### src/rtl/pipe_hazard_ctrl_pkg.sv
// Shared definitions for the pipeline hazard/issue controller: FSM state
// encodings, forwarding select encodings and the scoreboard entry layout.
// Optional feature macro: PIPE_HAZARD_FWD_EN (operand forwarding).
package pipe_hazard_ctrl_pkg;

    typedef enum logic [1:0] {
        ST_RUN    = 2'd0,
        ST_DRAIN  = 2'd1,
        ST_HALTED = 2'd2
    } state_e;

    // Forwarding source for an EX operand
    localparam logic [1:0] FWD_RF    = 2'd0;  // register file
    localparam logic [1:0] FWD_EXMEM = 2'd1;  // EX/MEM result
    localparam logic [1:0] FWD_MEMWB = 2'd2;  // MEM/WB result
    localparam logic [1:0] FWD_WB    = 2'd3;  // WB write data

    localparam int SB_DEPTH   = 3;   // EX, MEM, WB
    localparam int SB_ENTRY_W = 5;   // {v, rg[2:0], ld}

    // Drain length after a halt issues (instructions ahead of it)
    localparam logic [1:0] DRAIN_LOAD = 2'd3;

    typedef struct packed {
        logic       v;
        logic [2:0] rg;
        logic       ld;
    } sb_entry_t;

    // Youngest producer wins: EX entry beats MEM, MEM beats WB.
    function automatic logic [1:0] fwd_select(input logic [SB_DEPTH-1:0] match);
        logic [1:0] sel;
        if (match[0]) begin
            sel = FWD_EXMEM;
        end else if (match[1]) begin
            sel = FWD_MEMWB;
        end else if (match[2]) begin
            sel = FWD_WB;
        end else begin
            sel = FWD_RF;
        end
        return sel;
    endfunction

endpackage

### src/rtl/pipe_hazard_ctrl_if.sv
// Decode-stage hazard control bundle: ID-stage instruction info and the
// redirect from EX in, pipeline control out.
// Optional feature macro: PIPE_HAZARD_FWD_EN adds fwd_a_sel / fwd_b_sel.
interface pipe_hazard_ctrl_if #(parameter int CNT_W = 16);
    logic             id_valid;
    logic             id_rs_used;
    logic             id_rt_used;
    logic [2:0]       id_rs;
    logic [2:0]       id_rt;
    logic             id_wr_en;
    logic [2:0]       id_wr_reg;
    logic             id_mem_rd;
    logic             id_halt;
    logic             ex_redirect;
    logic             pc_write_en;
    logic             ifid_write_en;
    logic             ifid_flush;
    logic             idex_bubble;
    logic             halted;
    logic [CNT_W-1:0] stall_cnt;
`ifdef PIPE_HAZARD_FWD_EN
    logic [1:0]       fwd_a_sel;
    logic [1:0]       fwd_b_sel;

    modport master (
        output id_valid, id_rs_used, id_rt_used, id_rs, id_rt, id_wr_en,
               id_wr_reg, id_mem_rd, id_halt, ex_redirect,
        input  pc_write_en, ifid_write_en, ifid_flush, idex_bubble, halted,
               stall_cnt, fwd_a_sel, fwd_b_sel
    );
    modport slave (
        input  id_valid, id_rs_used, id_rt_used, id_rs, id_rt, id_wr_en,
               id_wr_reg, id_mem_rd, id_halt, ex_redirect,
        output pc_write_en, ifid_write_en, ifid_flush, idex_bubble, halted,
               stall_cnt, fwd_a_sel, fwd_b_sel
    );
`else
    modport master (
        output id_valid, id_rs_used, id_rt_used, id_rs, id_rt, id_wr_en,
               id_wr_reg, id_mem_rd, id_halt, ex_redirect,
        input  pc_write_en, ifid_write_en, ifid_flush, idex_bubble, halted,
               stall_cnt
    );
    modport slave (
        input  id_valid, id_rs_used, id_rt_used, id_rs, id_rt, id_wr_en,
               id_wr_reg, id_mem_rd, id_halt, ex_redirect,
        output pc_write_en, ifid_write_en, ifid_flush, idex_bubble, halted,
               stall_cnt
    );
`endif
endinterface

### src/rtl/pipe_hazard_ctrl_sb_src_match.sv
// Compares one source register of the decoding instruction against every
// in-flight scoreboard entry. Returns a per-entry match vector and the same
// vector qualified by the entry's load flag.
module sb_src_match
    import pipe_hazard_ctrl_pkg::*;
(
    input  logic                       i_used,
    input  logic [2:0]                 i_src,
    input  sb_entry_t [SB_DEPTH-1:0]   i_sb,
    output logic [SB_DEPTH-1:0]        o_match,
    output logic [SB_DEPTH-1:0]        o_ld
);

    // Per-entry source/destination compare; unused source fields never match
    always_comb begin
        o_match = {SB_DEPTH{1'b0}};
        o_ld    = {SB_DEPTH{1'b0}};
        for (int k = 0; k < SB_DEPTH; k++) begin
            o_match[k] = i_used & i_sb[k].v & (i_sb[k].rg == i_src);
            o_ld[k]    = o_match[k] & i_sb[k].ld;
        end
    end

endmodule

### src/rtl/pipe_hazard_ctrl.sv
// Decode-stage hazard and issue controller for the 5-stage 16-bit core.
// Tracks in-flight register writes in a 3-entry scoreboard (EX, MEM, WB),
// stalls IF/ID and PC on RAW hazards, squashes on EX redirects and drains
// the pipe after a halt. Optional feature macro: PIPE_HAZARD_FWD_EN
// (operand forwarding selects; stalls reduce to load-use only).
module pipe_hazard_ctrl
    import pipe_hazard_ctrl_pkg::*;
#(
    parameter int CNT_W = 16
)
(
    input  logic                 clk,
    input  logic                 rst,     // asynchronous, active low
    pipe_hazard_ctrl_if.slave    bus
);

    state_e                    r_state;
    state_e                    w_state_nxt;
    logic [1:0]                r_drain_cnt;
    logic [1:0]                w_drain_nxt;
    sb_entry_t [SB_DEPTH-1:0]  r_sb;
    sb_entry_t                 w_sb_new;
    logic [CNT_W-1:0]          r_stall_cnt;

    logic [SB_DEPTH-1:0]       w_match_rs;
    logic [SB_DEPTH-1:0]       w_match_rt;
    logic [SB_DEPTH-1:0]       w_ld_rs;
    logic [SB_DEPTH-1:0]       w_ld_rt;
    logic                      w_hazard;
    logic                      w_run;
    logic                      w_stall;
    logic                      w_issue;
    logic                      w_pc_we;
    logic                      w_bubble;
    logic                      w_flush;

    sb_src_match u_match_rs (
        .i_used  (bus.id_rs_used),
        .i_src   (bus.id_rs),
        .i_sb    (r_sb),
        .o_match (w_match_rs),
        .o_ld    (w_ld_rs)
    );

    sb_src_match u_match_rt (
        .i_used  (bus.id_rt_used),
        .i_src   (bus.id_rt),
        .i_sb    (r_sb),
        .o_match (w_match_rt),
        .o_ld    (w_ld_rt)
    );

`ifdef PIPE_HAZARD_FWD_EN
    // With forwarding only a load still in EX cannot supply its data in time
    assign w_hazard = w_ld_rs[0] | w_ld_rt[0];
`else
    // No bypass anywhere (not even in the register file): any in-flight
    // producer stalls. Load matches are a subset of the plain matches.
    assign w_hazard = (|w_match_rs) | (|w_match_rt) | (|w_ld_rs) | (|w_ld_rt);
`endif

    assign w_run   = (r_state == ST_RUN);
    // A redirect kills the ID instruction, so it can neither stall nor issue
    assign w_stall = bus.id_valid & w_hazard & w_run & ~bus.ex_redirect;
    assign w_issue = bus.id_valid & ~w_hazard & w_run & ~bus.ex_redirect;

    // Next-state logic and pipeline control outputs
    always_comb begin
        w_state_nxt = r_state;
        w_drain_nxt = r_drain_cnt;
        w_pc_we     = 1'b0;
        w_bubble    = 1'b1;
        w_flush     = 1'b0;
        case (r_state)
            ST_RUN: begin
                w_pc_we  = ~w_stall;
                w_bubble = ~w_issue;
                w_flush  = bus.ex_redirect;
                if (w_issue && bus.id_halt) begin
                    w_state_nxt = ST_DRAIN;
                    w_drain_nxt = DRAIN_LOAD;
                end else begin
                    w_state_nxt = ST_RUN;
                end
            end
            ST_DRAIN: begin
                // Counter reaches zero on the same edge that enters HALTED,
                // i.e. the 4th edge after the halt issued
                if (r_drain_cnt <= 2'd1) begin
                    w_state_nxt = ST_HALTED;
                    w_drain_nxt = 2'd0;
                end else begin
                    w_drain_nxt = r_drain_cnt - 2'd1;
                end
            end
            ST_HALTED: begin
                w_state_nxt = ST_HALTED;
            end
            default: begin
                w_state_nxt = ST_RUN;
                w_drain_nxt = 2'd0;
            end
        endcase
    end

    // New EX scoreboard entry: the issuing instruction, or an empty slot
    always_comb begin
        w_sb_new = {SB_ENTRY_W{1'b0}};
        if (w_issue) begin
            w_sb_new.v  = bus.id_wr_en;
            w_sb_new.rg = bus.id_wr_reg;
            w_sb_new.ld = bus.id_mem_rd;
        end else begin
            w_sb_new.v  = 1'b0;
        end
    end

    // FSM state and drain counter
    always_ff @(posedge clk or negedge rst) begin
        if (!rst) begin
            r_state     <= ST_RUN;
            r_drain_cnt <= 2'd0;
        end else begin
            r_state     <= w_state_nxt;
            r_drain_cnt <= w_drain_nxt;
        end
    end

    // Scoreboard advances one stage every cycle
    always_ff @(posedge clk or negedge rst) begin
        if (!rst) begin
            r_sb <= {(SB_DEPTH*SB_ENTRY_W){1'b0}};
        end else begin
            r_sb <= {r_sb[1], r_sb[0], w_sb_new};
        end
    end

    // Saturating stall-cycle counter
    always_ff @(posedge clk or negedge rst) begin
        if (!rst) begin
            r_stall_cnt <= {CNT_W{1'b0}};
        end else if (w_stall && (r_stall_cnt != {CNT_W{1'b1}})) begin
            r_stall_cnt <= r_stall_cnt + {{(CNT_W-1){1'b0}}, 1'b1};
        end
    end

`ifdef PIPE_HAZARD_FWD_EN
    logic [1:0] r_fwd_a;
    logic [1:0] r_fwd_b;

    // Forwarding selects travel with the instruction into EX; bubbles read RF
    always_ff @(posedge clk or negedge rst) begin
        if (!rst) begin
            r_fwd_a <= FWD_RF;
            r_fwd_b <= FWD_RF;
        end else if (w_issue) begin
            r_fwd_a <= fwd_select(w_match_rs);
            r_fwd_b <= fwd_select(w_match_rt);
        end else begin
            r_fwd_a <= FWD_RF;
            r_fwd_b <= FWD_RF;
        end
    end

    assign bus.fwd_a_sel = r_fwd_a;
    assign bus.fwd_b_sel = r_fwd_b;
`endif

    // While reset is held the front end is frozen and ID/EX gets bubbles
    assign bus.pc_write_en   = rst & w_pc_we;
    assign bus.ifid_write_en = rst & w_pc_we;
    assign bus.idex_bubble   = ~rst | w_bubble;
    assign bus.ifid_flush    = rst & w_flush;
    assign bus.halted        = (r_state == ST_HALTED);
    assign bus.stall_cnt     = r_stall_cnt;

endmodule
### src/flat_wrapper.sv
// flat-port wrapper written by rule: the top's interface ports become plain ports
module pipe_hazard_ctrl_flat import pipe_hazard_ctrl_pkg::*;
#(
    parameter int CNT_W = 16
)
  (clk, rst, bus_id_valid, bus_id_rs_used, bus_id_rt_used, bus_id_rs, bus_id_rt, bus_id_wr_en, bus_id_wr_reg, bus_id_mem_rd, bus_id_halt, bus_ex_redirect, bus_pc_write_en, bus_ifid_write_en, bus_ifid_flush, bus_idex_bubble, bus_halted, bus_stall_cnt);
  pipe_hazard_ctrl_if #(.CNT_W(CNT_W)) bus_i ();
  input  logic clk;
  input  logic rst;
  input wire logic [$bits(bus_i.id_valid)-1:0] bus_id_valid;
  input wire logic [$bits(bus_i.id_rs_used)-1:0] bus_id_rs_used;
  input wire logic [$bits(bus_i.id_rt_used)-1:0] bus_id_rt_used;
  input wire logic [$bits(bus_i.id_rs)-1:0] bus_id_rs;
  input wire logic [$bits(bus_i.id_rt)-1:0] bus_id_rt;
  input wire logic [$bits(bus_i.id_wr_en)-1:0] bus_id_wr_en;
  input wire logic [$bits(bus_i.id_wr_reg)-1:0] bus_id_wr_reg;
  input wire logic [$bits(bus_i.id_mem_rd)-1:0] bus_id_mem_rd;
  input wire logic [$bits(bus_i.id_halt)-1:0] bus_id_halt;
  input wire logic [$bits(bus_i.ex_redirect)-1:0] bus_ex_redirect;
  output wire logic [$bits(bus_i.pc_write_en)-1:0] bus_pc_write_en;
  output wire logic [$bits(bus_i.ifid_write_en)-1:0] bus_ifid_write_en;
  output wire logic [$bits(bus_i.ifid_flush)-1:0] bus_ifid_flush;
  output wire logic [$bits(bus_i.idex_bubble)-1:0] bus_idex_bubble;
  output wire logic [$bits(bus_i.halted)-1:0] bus_halted;
  output wire logic [$bits(bus_i.stall_cnt)-1:0] bus_stall_cnt;
  assign bus_i.id_valid = bus_id_valid;
  assign bus_i.id_rs_used = bus_id_rs_used;
  assign bus_i.id_rt_used = bus_id_rt_used;
  assign bus_i.id_rs = bus_id_rs;
  assign bus_i.id_rt = bus_id_rt;
  assign bus_i.id_wr_en = bus_id_wr_en;
  assign bus_i.id_wr_reg = bus_id_wr_reg;
  assign bus_i.id_mem_rd = bus_id_mem_rd;
  assign bus_i.id_halt = bus_id_halt;
  assign bus_i.ex_redirect = bus_ex_redirect;
  assign bus_pc_write_en = bus_i.pc_write_en;
  assign bus_ifid_write_en = bus_i.ifid_write_en;
  assign bus_ifid_flush = bus_i.ifid_flush;
  assign bus_idex_bubble = bus_i.idex_bubble;
  assign bus_halted = bus_i.halted;
  assign bus_stall_cnt = bus_i.stall_cnt;
  pipe_hazard_ctrl #(.CNT_W(CNT_W)) u_core (.clk(clk), .rst(rst), .bus(bus_i));
endmodule
### config.mk
export PLATFORM = sky130hd
export DESIGN_NAME = pipe_hazard_ctrl_flat
export DESIGN_NICKNAME = d
export VERILOG_FILES = /design/src/rtl/pipe_hazard_ctrl_pkg.sv /design/src/rtl/pipe_hazard_ctrl_if.sv /design/src/rtl/pipe_hazard_ctrl_sb_src_match.sv /design/src/rtl/pipe_hazard_ctrl.sv /design/src/flat_wrapper.sv
export SDC_FILE = /design/constraint.sdc
export NUM_CORES = 1
export LEC_CHECK = 0
export ABC_CLOCK_PERIOD_IN_PS = 2200
export BUFFER_PORTS_ARGS = -buffer_cell sky130_fd_sc_hd__buf_2
export CAP_MARGIN = 20
export CORE_UTILIZATION = 45
export DETAILED_ROUTE_END_ITERATION = 10
export MAX_ROUTING_LAYER = met4
export PLACE_DENSITY = 0.7
export SETUP_SLACK_MARGIN = 0.2
export SLEW_MARGIN = 20
export SYNTH_ARGS = -nofsm -noshare
export SYNTH_HDL_FRONTEND = slang
export SYNTH_HIERARCHICAL = 1
export SYNTH_SLANG_ARGS = --single-unit
### constraint.sdc
create_clock -name clk -period 2.2 [get_ports clk]
set_input_delay 0 -clock clk [delete_from_list [all_inputs] [get_ports clk]]
set_output_delay 0 -clock clk [all_outputs]
set_load 0.01 [all_outputs]
Word level (Yosys, flattened, before mapping)
Index checks and enable logic that the tools add are counted.

Register bits: 35. Logic and storage cells: 81.

Multiplexer cells: 11. Add/subtract/negate cells: 2. Magnitude comparators: 1. Eq/ne operators: 11. Bitwise operators: 36. Reductions and logical operators: 8.

Operators by type and width (number): $and A1 B1 Y1 (26); $eq A3 B3 Y1 (6); $add A16 B1 Y16 const B (1); $ne A16 B16 Y1 const B (1); $pmux W2 S3 (2); $reduce_or A3 Y1 (4); $mux W2 (3); $not A1 Y1 (6); $mux W1 (5); $mux W4 (1); $or A1 B1 Y1 (4); $eq A2 B1 Y1 const B (1); $eq A2 B2 Y1 const B (1); $le A2 B1 Y1 const B (1); $logic_and A1 B1 Y1 (2); $logic_not A2 Y1 (1); $ne A2 B1 Y1 const B (1); $ne A2 B2 Y1 const B (1); $reduce_and A2 Y1 (1); $sub A2 B1 Y2 const B (1).

Longest topological paths before layout
Gate-level depths: netlist of the first run.

Word-level depth: 13. Depth in mapped cells: 7. Mapped depth without buffers: 6.

Modules after synthesis
Netlist of the first run, hierarchy kept.

Modules (own cells, without submodules): pipe_hazard_ctrl (cells each 128, area each 1512.7 µm², seq. area each 875.8 µm², times used 1); sb_src_match (cells each 21, area each 173.9 µm², seq. area each 0.0 µm², times used 2).

Worst setup path before layout of the first run
No wires, ideal clock.

Kind: reg-to-output. Start point: reg u_core/r_sb[6] (netlist bit). End point: out bus_pc_write_en. Path slack: 0.036 ns. Data arrival time: 2.164 ns. Cell stages (with the launch flop): 8. Path buffers: 2. Data required time: 2.200 ns. Cells stage by stage: dfrtp_1 > xor2_1 > nor4_2 > or4_4 > o31a_1 > buf_2 > nor2_1 > buf_4.

Cells in the longest elaborated chain, start to end: 12.

Ends and longest elaborated chain: from (decl) (RTL line pipe_hazard_ctrl.sv:21) `sb_entry_t [SB_DEPTH-1:0] r_sb;`; from (signal assigned) (RTL line pipe_hazard_ctrl.sv:132) `r_sb <= {(SB_DEPTH*SB_ENTRY_W){1'b0}};`; from (signal assigned) (RTL line pipe_hazard_ctrl.sv:134) `r_sb <= {r_sb[1], r_sb[0], w_sb_new};`; $eq A3 B3 Y1 (*) (RTL line pipe_hazard_ctrl_sb_src_match.sv:19) `o_match[k] = i_used & i_sb[k].v & (i_sb[k].rg == i_src);`; $and A1 B1 Y1 (*) (RTL line pipe_hazard_ctrl_sb_src_match.sv:19); net u_core.w_match_rt[1] (RTL line pipe_hazard_ctrl.sv:26) `logic [SB_DEPTH-1:0] w_match_rt;`; $reduce_or A3 Y1 (RTL line pipe_hazard_ctrl.sv:59) `assign w_hazard = (|w_match_rs) | (|w_match_rt) | (|w_ld_rs) | (|w_ld_rt);`; $or A1 B1 Y1 (2 in series) (RTL line pipe_hazard_ctrl.sv:59); $or A1 B1 Y1 (*) (RTL line pipe_hazard_ctrl.sv:59); $and A1 B1 Y1 (*) (3 in series) (RTL line pipe_hazard_ctrl.sv:64) `assign w_stall = bus.id_valid & w_hazard & w_run & ~bus.ex_redirect;`; $not A1 Y1 (*) (RTL line pipe_hazard_ctrl.sv:76) `w_pc_we = ~w_stall;`; $mux W1 (*) (RTL line pipe_hazard_ctrl.sv:74) `case (r_state)`; $and A1 B1 Y1 (*); to (decl) (RTL line flat_wrapper.sv:20) `output wire logic [$bits(bus_i.pc_write_en)-1:0] bus_pc_write_en;`.

Mark *: on every way through the listed nets, which the timed path passes. The rest lies on a longest branch.

Worst setup path after layout of the first run
Start point: reg u_core/r_sb[8] (netlist bit). End point: out bus_idex_bubble.

Cells in the longest elaborated chain, start to end: 13.

Ends and longest elaborated chain: $eq A3 B3 Y1 (*) (RTL line pipe_hazard_ctrl_sb_src_match.sv:19); $and A1 B1 Y1 (*) (RTL line pipe_hazard_ctrl_sb_src_match.sv:19); net u_core.w_match_rt[1] (RTL line pipe_hazard_ctrl.sv:26); $reduce_or A3 Y1 (RTL line pipe_hazard_ctrl.sv:59); $or A1 B1 Y1 (2 in series) (RTL line pipe_hazard_ctrl.sv:59); $or A1 B1 Y1 (*) (RTL line pipe_hazard_ctrl.sv:59); $not A1 Y1 (*) (RTL line pipe_hazard_ctrl.sv:65) `assign w_issue = bus.id_valid & ~w_hazard & w_run & ~bus.ex_redirect;`; $and A1 B1 Y1 (*) (3 in series) (RTL line pipe_hazard_ctrl.sv:65); $not A1 Y1 (*) (RTL line pipe_hazard_ctrl.sv:77) `w_bubble = ~w_issue;`; $mux W1 (*) (RTL line pipe_hazard_ctrl.sv:74); $or A1 B1 Y1 (*) (RTL line pipe_hazard_ctrl.sv:172) `assign bus.idex_bubble = ~rst | w_bubble;`; to (decl) (RTL line flat_wrapper.sv:23) `output wire logic [$bits(bus_i.idex_bubble)-1:0] bus_idex_bubble;`.

Marked as above.

==> metrics.md, run 1 <==
| Metric | Value |
|---|---|
| Outcome | `finished, violations left` |
| Failing checks | `setup timing` |
| Synth Instances | `170` |
| Core Util, Final | `between 60% and 70%` |
| First-pass GRT wire length | `roughly 7000 um` |
| Crit path cell chain | `xor2_2 > nor4_2 > or4_4 > buf_4 > nor4_2 > buf_4 > nand2_2 > buf_6` |
| VDD IR-drop max | `between 0.0003 and 0.0004 V` |
| RSZ-0062 raised after global routing | `true` |
| Worst EP required | `2200 ps` |
| Worst Tran Pin Value | `608.7 ps` |
| Pin count of the biggest net entering global routing | `23` |
| Synth top cells by count | `dfrtp_1, xor2_1, nand3_1` |
| Synth Warn # | `6` |
| Residual DRC | `0` |
| Vias in the first global route | `around 1500` |
| CP Launch Type | `flip-flop` |
| CP peak stage delay | `520 ps` |
| Clock skew | `around 6.5 ps` |
| DRT Wirelength | `4503 um` |
| Area added between synthesis and finish | `48.89%` |
| Cell family contributing the most delay on the critical path | `simple AND/OR/NAND/NOR gates` |
| Most used DFF post-synth | `dfrtp_1` |
| LEAKAGE | `1.236 nW` |
| CTS sink count | `35` |
| Worst-Skew Late Latency | `280 ps` |
| Post-synth EDFFs | `0` |
| Initial core utilization | `a little under half` |
| Crit path DAT | `roughly 2300 ps` |
| Gr usage total | `a little under a quarter` |
| # IOs | `39` |
| Setup TNS Final | `-1016 ps` |
| Clock Tree Buf Depth | `2` |
| DR vias | `about 1500` |
| # diodes | `0` |
| Fin area | `about 2800 um^2` |
| Port bufs | `38` |
| Post-synth cell types | `30` |
| Async S/R FF share, synth | `100.0%` |
| Layout cell share with drive strength beyond 1 | `51.68%` |
| # nets final | `roughly 260` |
| Fin crit share | `105.2%` |
| Top cell type's share of synthesized area | `around 47%` |
| Htree depth | `2` |
| Yosys reg bits | `35` |
| Pwr/cell area | `422.9 nW/um^2` |
| Min Hold Slack | `~170 ps` |
| Worst-path clk slew | `approximately 70 ps` |
| Total design power | `roughly 1.2 mW` |
| Grt ovf | `0` |
| Hold crit path type | `input pin to async pin` |
| Slowest CP cell | `or4_4` |
| Final setup vio count | `17` |
| Peak Freq | `approximately 430 MHz` |
| Core area | `3971 um^2` |
| Row Count | `23` |
| Initial DRT Pass Iterations | `7` |
| Setup ws final | `-113.7 ps` |
| Final HPWL DP | `~3000 um` |
| Die area | `4396 um^2` |
| Worst slew margin | `between 50% and 60%` |
| Worst-path fanout max | `3` |
| Pre-CTS WS | `-53.03 ps` |
| Root Driver | `clkbuf_8` |
| Initial antenna violation count | `0` |
| Final hold vios | `0` |
| Yosys top cell by area | `dfrtp_1` |
| Mean Syn Cell Area | `between 10 and 15 um^2` |
| DR WL/cell | `roughly 16 um` |
| Routed Antenna Nets | `0` |
| Cell with the most instances after synthesis | `dfrtp_1` |
| Top cells by area, synth | `dfrtp_1, xor2_1, nor4_2, nand3_1, xnor2_1` |
| Setup Crit Path Kind | `flip-flop to primary output` |
| Netlist Area Pre-Place | `around 1900 um^2` |
| Die H | `~66 um` |
| Gpl congestion | `0.8982` |
| # placed instances | `265` |
| Fin. max-slew vios | `0` |
| Die width | `~66 um` |
| Number of max-cap violations | `0` |
| Placed Area | `between 2000 and 2500 um^2` |
| CTS tree | `yes` |
| DR vias/cell | `5.378` |
| 1st-iter DRT viols | `between 50 and 60` |
| Finished Layout Cells | `between 200 and 300` |
| Synth Net Count | `192` |
| Critical path endpoint category | `primary output` |
| CP Buf/Inv Count | `3` |
| Post-layout min period | `2314 ps` |
| TritonCTS Buffers | `5` |
| Seq/Total Area, Yosys | `between 40% and 50%` |
power by group:
| part | total (mW) | internal, mW | switching, mW |
|---|---|---|---|
| registers | 0.643 | 0.643 | 0 |
| logic | 0.0921 | 0.0373 | 0.0547 |
| clock network | 0.436 | 0.222 | 0.214 |
| total | 1.17 | 0.903 | 0.269 |
cell type report:
| cell class | instances | area [um^2] |
|---|---|---|
| Multi-Input combinational cell | 129 | 1255 |
| Clock buffer | 7 | 76.32 |
| Sequential cell | 35 | 882.1 |
| Fill cell | 308 | 1201 |
| Inverter | 3 | 11.26 |
| Timing Repair Buffer | 63 | 478.0 |
| Tap cell | 50 | 62.56 |
| Clock inverter | 1 | 5.005 |
layer usage:
metal	global-route usage, %	wire length [um]
met1	26.14	1776
met2	37.63	2445
met3	6.379	181
met4	10.11	100
met5	-	0
placed cells by master (no fill, tap or decap), types with 3 or more instances in the layout:
cell type | synthesis | routed
dfrtp_2 | 0 | 5
dlygate4sd3_1 | 0 | 7
and4_1 | 4 | 4
ha_1 | 4 | 4
nor4_2 | 11 | 13
dfrtp_1 | 35 | 30
and2_1 | 8 | 3
clkbuf_8 | 0 | 5
xor2_1 | 21 | 3
xor2_2 | 0 | 16
buf_6 | 0 | 8
nand2_1 | 14 | 13
xnor2_1 | 10 | 8
buf_4 | 1 | 10
nand4_1 | 9 | 9
nand3_2 | 0 | 5
buf_2 | 2 | 35
inv_1 | 3 | 3
nor2_1 | 4 | 3
and2_4 | 1 | 6
or4_1 | 4 | 3
nand3_1 | 18 | 12
final timing paths:
check | from | endpoint | slack (ps) | cells after the start
setup / recovery | u_core/r_sb[8] | bus_idex_bubble | -110 | 8
hold / removal | rst | u_core/bus.stall_cnt[3] | 170 | 2
setup reg to reg | u_core/r_sb[8] | u_core/bus.stall_cnt[1] | -110 | 7
hold reg to reg | u_core/r_sb[0] | u_core/r_sb[5] | 430 | 0
max in group asynchronous | rst | u_core/r_sb[3] | 1400 | 3
min in group clk | bus_id_valid | u_core/r_state[0] | 350 | 7
worst reg2reg max path: cells and delay by family, from the launching register on:
family,cells,cell delay [ps]
and+or+nand+nor,3,740
buffers and inverters,1,150
xor gates and xnor gates,1,210
AOI/OAI and AO/OA,1,350
muxes,1,280
DFF,1,460
state kept, by name, summed over array words and instances, names as in the netlist:
name / count
u_core/r_sb: 15
u_core/bus.stall_cnt: 16
u_core/r_state: 2
u_core/r_drain_cnt: 2
kinds of logic (layout without fill, tap and decap cells):
logic type	count (synthesis)	in the layout	share of synthesized area (%)
buf+inv	6	74	1.547
simple gates	85	85	30.53
xor+xnor	31	31	14.59
fa+ha+maj	4	4	2.690
flops	35	35	47.07
compound gates	8	8	2.757
mux	1	1	0.8068
repair_timing:
action,in CTS,in global routing
setup buffers,4,3
gates resized for setup,31,24
hold endpoints to repair,19,0
hold buffers,7,0
pin swaps,20,20
endpoints found under the setup margin,27,27
cloned,1,0
Power figures use the tool's default switching activity.
==> run 2, diff against run 1 <==
--- a/config.mk
+++ b/config.mk
@@ -10,7 +10,6 @@
 export CAP_MARGIN = 20
 export CORE_UTILIZATION = 45
 export DETAILED_ROUTE_END_ITERATION = 10
-export MAX_ROUTING_LAYER = met4
 export PLACE_DENSITY = 0.7
 export SETUP_SLACK_MARGIN = 0.2
 export SLEW_MARGIN = 20
==> run 2 against run 1 <==
The flow still finishes with violations (setup timing). Combinational power about the same. Global-route usage fell by 0.61 points. Cell area did not move. Wire length rose by 0.33%. Highest routed layer unchanged. Total power fell by 0.16%.
==> metrics.md, run 2 (synthesis results as in run 1) <==
| Metric | Value |
|---|---|
| Setup TNS Final | `-1070 ps (-54.03 ps)` |
| Clock Tree Buf Depth | `2 (unchanged)` |
| Root Driver | `clkbuf_8` |
| Worst slew margin | `58.29% (-0.76 points)` |
| Die area | `4396 um^2 (unchanged)` |
| Failing checks | `setup timing` |
| Critical path endpoint category | `primary output` |
| CP Buf/Inv Count | `3 (unchanged)` |
| Worst-path clk slew | `70 ps (about the same)` |
| Slowest CP cell | `or4_4` |
| Die width | `66.30 um (unchanged)` |
| # IOs | `39 (unchanged)` |
| Worst Tran Pin Value | `620.0 ps (+11.27 ps)` |
| Hold crit path type | `input pin to async pin` |
| CTS tree | `yes` |
| Grt ovf | `0 (unchanged)` |
| Initial antenna violation count | `0 (unchanged)` |
| Layout cell share with drive strength beyond 1 | `51.68% (unchanged)` |
| Fin crit share | `105.3% (+0.18 points)` |
| Die H | `66.30 um (unchanged)` |
| Routed Antenna Nets | `0 (unchanged)` |
| Residual DRC | `0 (unchanged)` |
| Worst R2R Setup Slack | `-110 ps (about the same)` |
| Commonest non-fill, non-tap cell in the layout | `buf_2` |
| Setup ws final | `-117.6 ps (-3.885 ps)` |
| Core Util, Final | `69.75% (unchanged)` |
| # diodes | `0 (unchanged)` |
| GR Util met2 | `37.63% (unchanged)` |
| Number of max-cap violations | `0 (unchanged)` |
| Final hold vios | `0 (unchanged)` |
| Final setup vio count | `17 (unchanged)` |
| Area added between synthesis and finish | `48.89% (unchanged)` |
| DR vias/cell | `5.389 (+0.19%)` |
| VDD IR-drop max | `0.0003340 V (-0.29%)` |
| Row Count | `23 (unchanged)` |
| RSZ-0062 raised after global routing | `true` |
| Vias in the first global route | `1533 (unchanged)` |
| DRT Wirelength | `4518 um (+0.33%)` |
| Met1 Track Usage GR | `26.14% (unchanged)` |
| FF+latch area | `882.1 um^2 (unchanged)` |
| # nets final | `259 (unchanged)` |
| Peak Freq | `431.5 MHz (-0.17%)` |
| Htree depth | `2 (unchanged)` |
| Crit path cell chain | `xor2_2 > nor4_2 > or4_4 > buf_4 > nor4_2 > buf_4 > nand2_2 > buf_6` |
| Most frequent cells in the layout | `buf_2, dfrtp_1, xor2_2` |
| Gr usage total | `22.32% (-0.61 points)` |
| CP peak stage delay | `520 ps (about the same)` |
| Max FFs per register | `16 (unchanged)` |
| Outcome | `finished, violations left` |
| Fillcell total | `308 (unchanged)` |
| Initial DRT Pass Iterations | `4 (-3)` |
| Clock skew | `6.435 ps (-0.09378 ps)` |
| Core area | `3971 um^2 (unchanged)` |
| TritonCTS Buffers | `5 (unchanged)` |
| DR vias | `1552 (+0.19%)` |
| CP Launch Type | `flip-flop` |
| Grt met3 use | `6.379% (unchanged)` |
| Area of the multi-input gates | `1255 um^2 (unchanged)` |
| Fin area | `2770 um^2 (unchanged)` |
| Cell family contributing the most delay on the critical path | `simple AND/OR/NAND/NOR gates` |
| Gpl congestion | `0.8835 (-1.6%)` |
| GRT Max-Usage Layer | `met2` |
| First-pass GRT wire length | `7051 um (about the same)` |
| CTS sink count | `35 (unchanged)` |
| Pre-CTS WS | `-53.03 ps (unchanged)` |
| Initial core utilization | `46.85% (unchanged)` |
| Pin count of the biggest net entering global routing | `23 (unchanged)` |
| Setup Crit Path Kind | `flip-flop to primary output` |
| DR WL/cell | `15.69 um (+0.33%)` |
| Worst-path fanout max | `3 (unchanged)` |
| Port bufs | `38 (unchanged)` |
| Final HPWL DP | `2997 um (unchanged)` |
| 1st-iter DRT viols | `51 (-11%)` |
| Post-layout min period | `2318 ps (+3.885 ps)` |
| Fin. max-slew vios | `0 (unchanged)` |
| Worst EP required | `2200 ps (about the same)` |
| LEAKAGE | `1.236 nW (unchanged)` |
| Pwr/cell area | `422.2 nW/um^2 (-0.16%)` |
| Placed Area | `2238 um^2 (unchanged)` |
| Worst-Skew Late Latency | `280 ps (about the same)` |
| Total design power | `1.170 mW (-0.16%)` |
| Crit path DAT | `2320 ps (about the same)` |
run 2: routing by layer:
layer / vias up / wire [um]
met1: 753 / 1778
met4: 0 / 61
met2: 52 / 2478
li1: 740 / -
met3: 7 / 199
met5: - / 0
run 2: timing repair:
item / CTS / global route
hold buffers: 7 / 0
cloned: 1 / 0
gates resized for setup: 31 / 24
endpoints found under the setup margin: 27 / 27
pin swaps: 20 / 20
buffers inserted: 4 / 3
hold endpoints to repair: 19 / 0
run 2: layout make-up:
| type | instances | area share [%] |
|---|---|---|
| Clock buffer | 7 | 2.755 |
| Sequential cell | 35 | 31.84 |
| Multi-Input combinational cell | 129 | 45.30 |
| Inverter | 3 | 0.4065 |
| Clock inverter | 1 | 0.1807 |
| Timing Repair Buffer | 63 | 17.25 |
| Tap cell | 50 | 2.258 |
run 2: final timing paths:
check	to	depth (start not counted)	startpoint
worst max register to register	u_core/bus.stall_cnt[1]	7	u_core/r_sb[8]
max in group asynchronous	u_core/r_sb[3]	3	rst
min in group clk	u_core/r_state[0]	7	bus_id_valid
worst max-delay path	bus_idex_bubble	8	u_core/r_sb[8]
worst min-delay path	u_core/bus.stall_cnt[3]	2	rst
worst min register to register	u_core/r_sb[5]	0	u_core/r_sb[0]
run 2: where the power goes:
group	internal, mW	leakage [nW]	switching [mW]	total (mW)
Sequential	0.643	0.476	0	0.643
Combinational	0.0373	0.718	0.0547	0.0920
Clock	0.222	0.0422	0.212	0.434
run 2: per-stage QoR:
| stage | hold slack [ps] | instances |
|---|---|---|
| after floorplan | -295.6 | 170 |
| after global placement | -65.09 | 265 |
| after detailed placement | -68.89 | 265 |
| after CTS | 167.6 | 285 |
| after global routing | 209.4 | 288 |
| final | 167.8 | 288 |
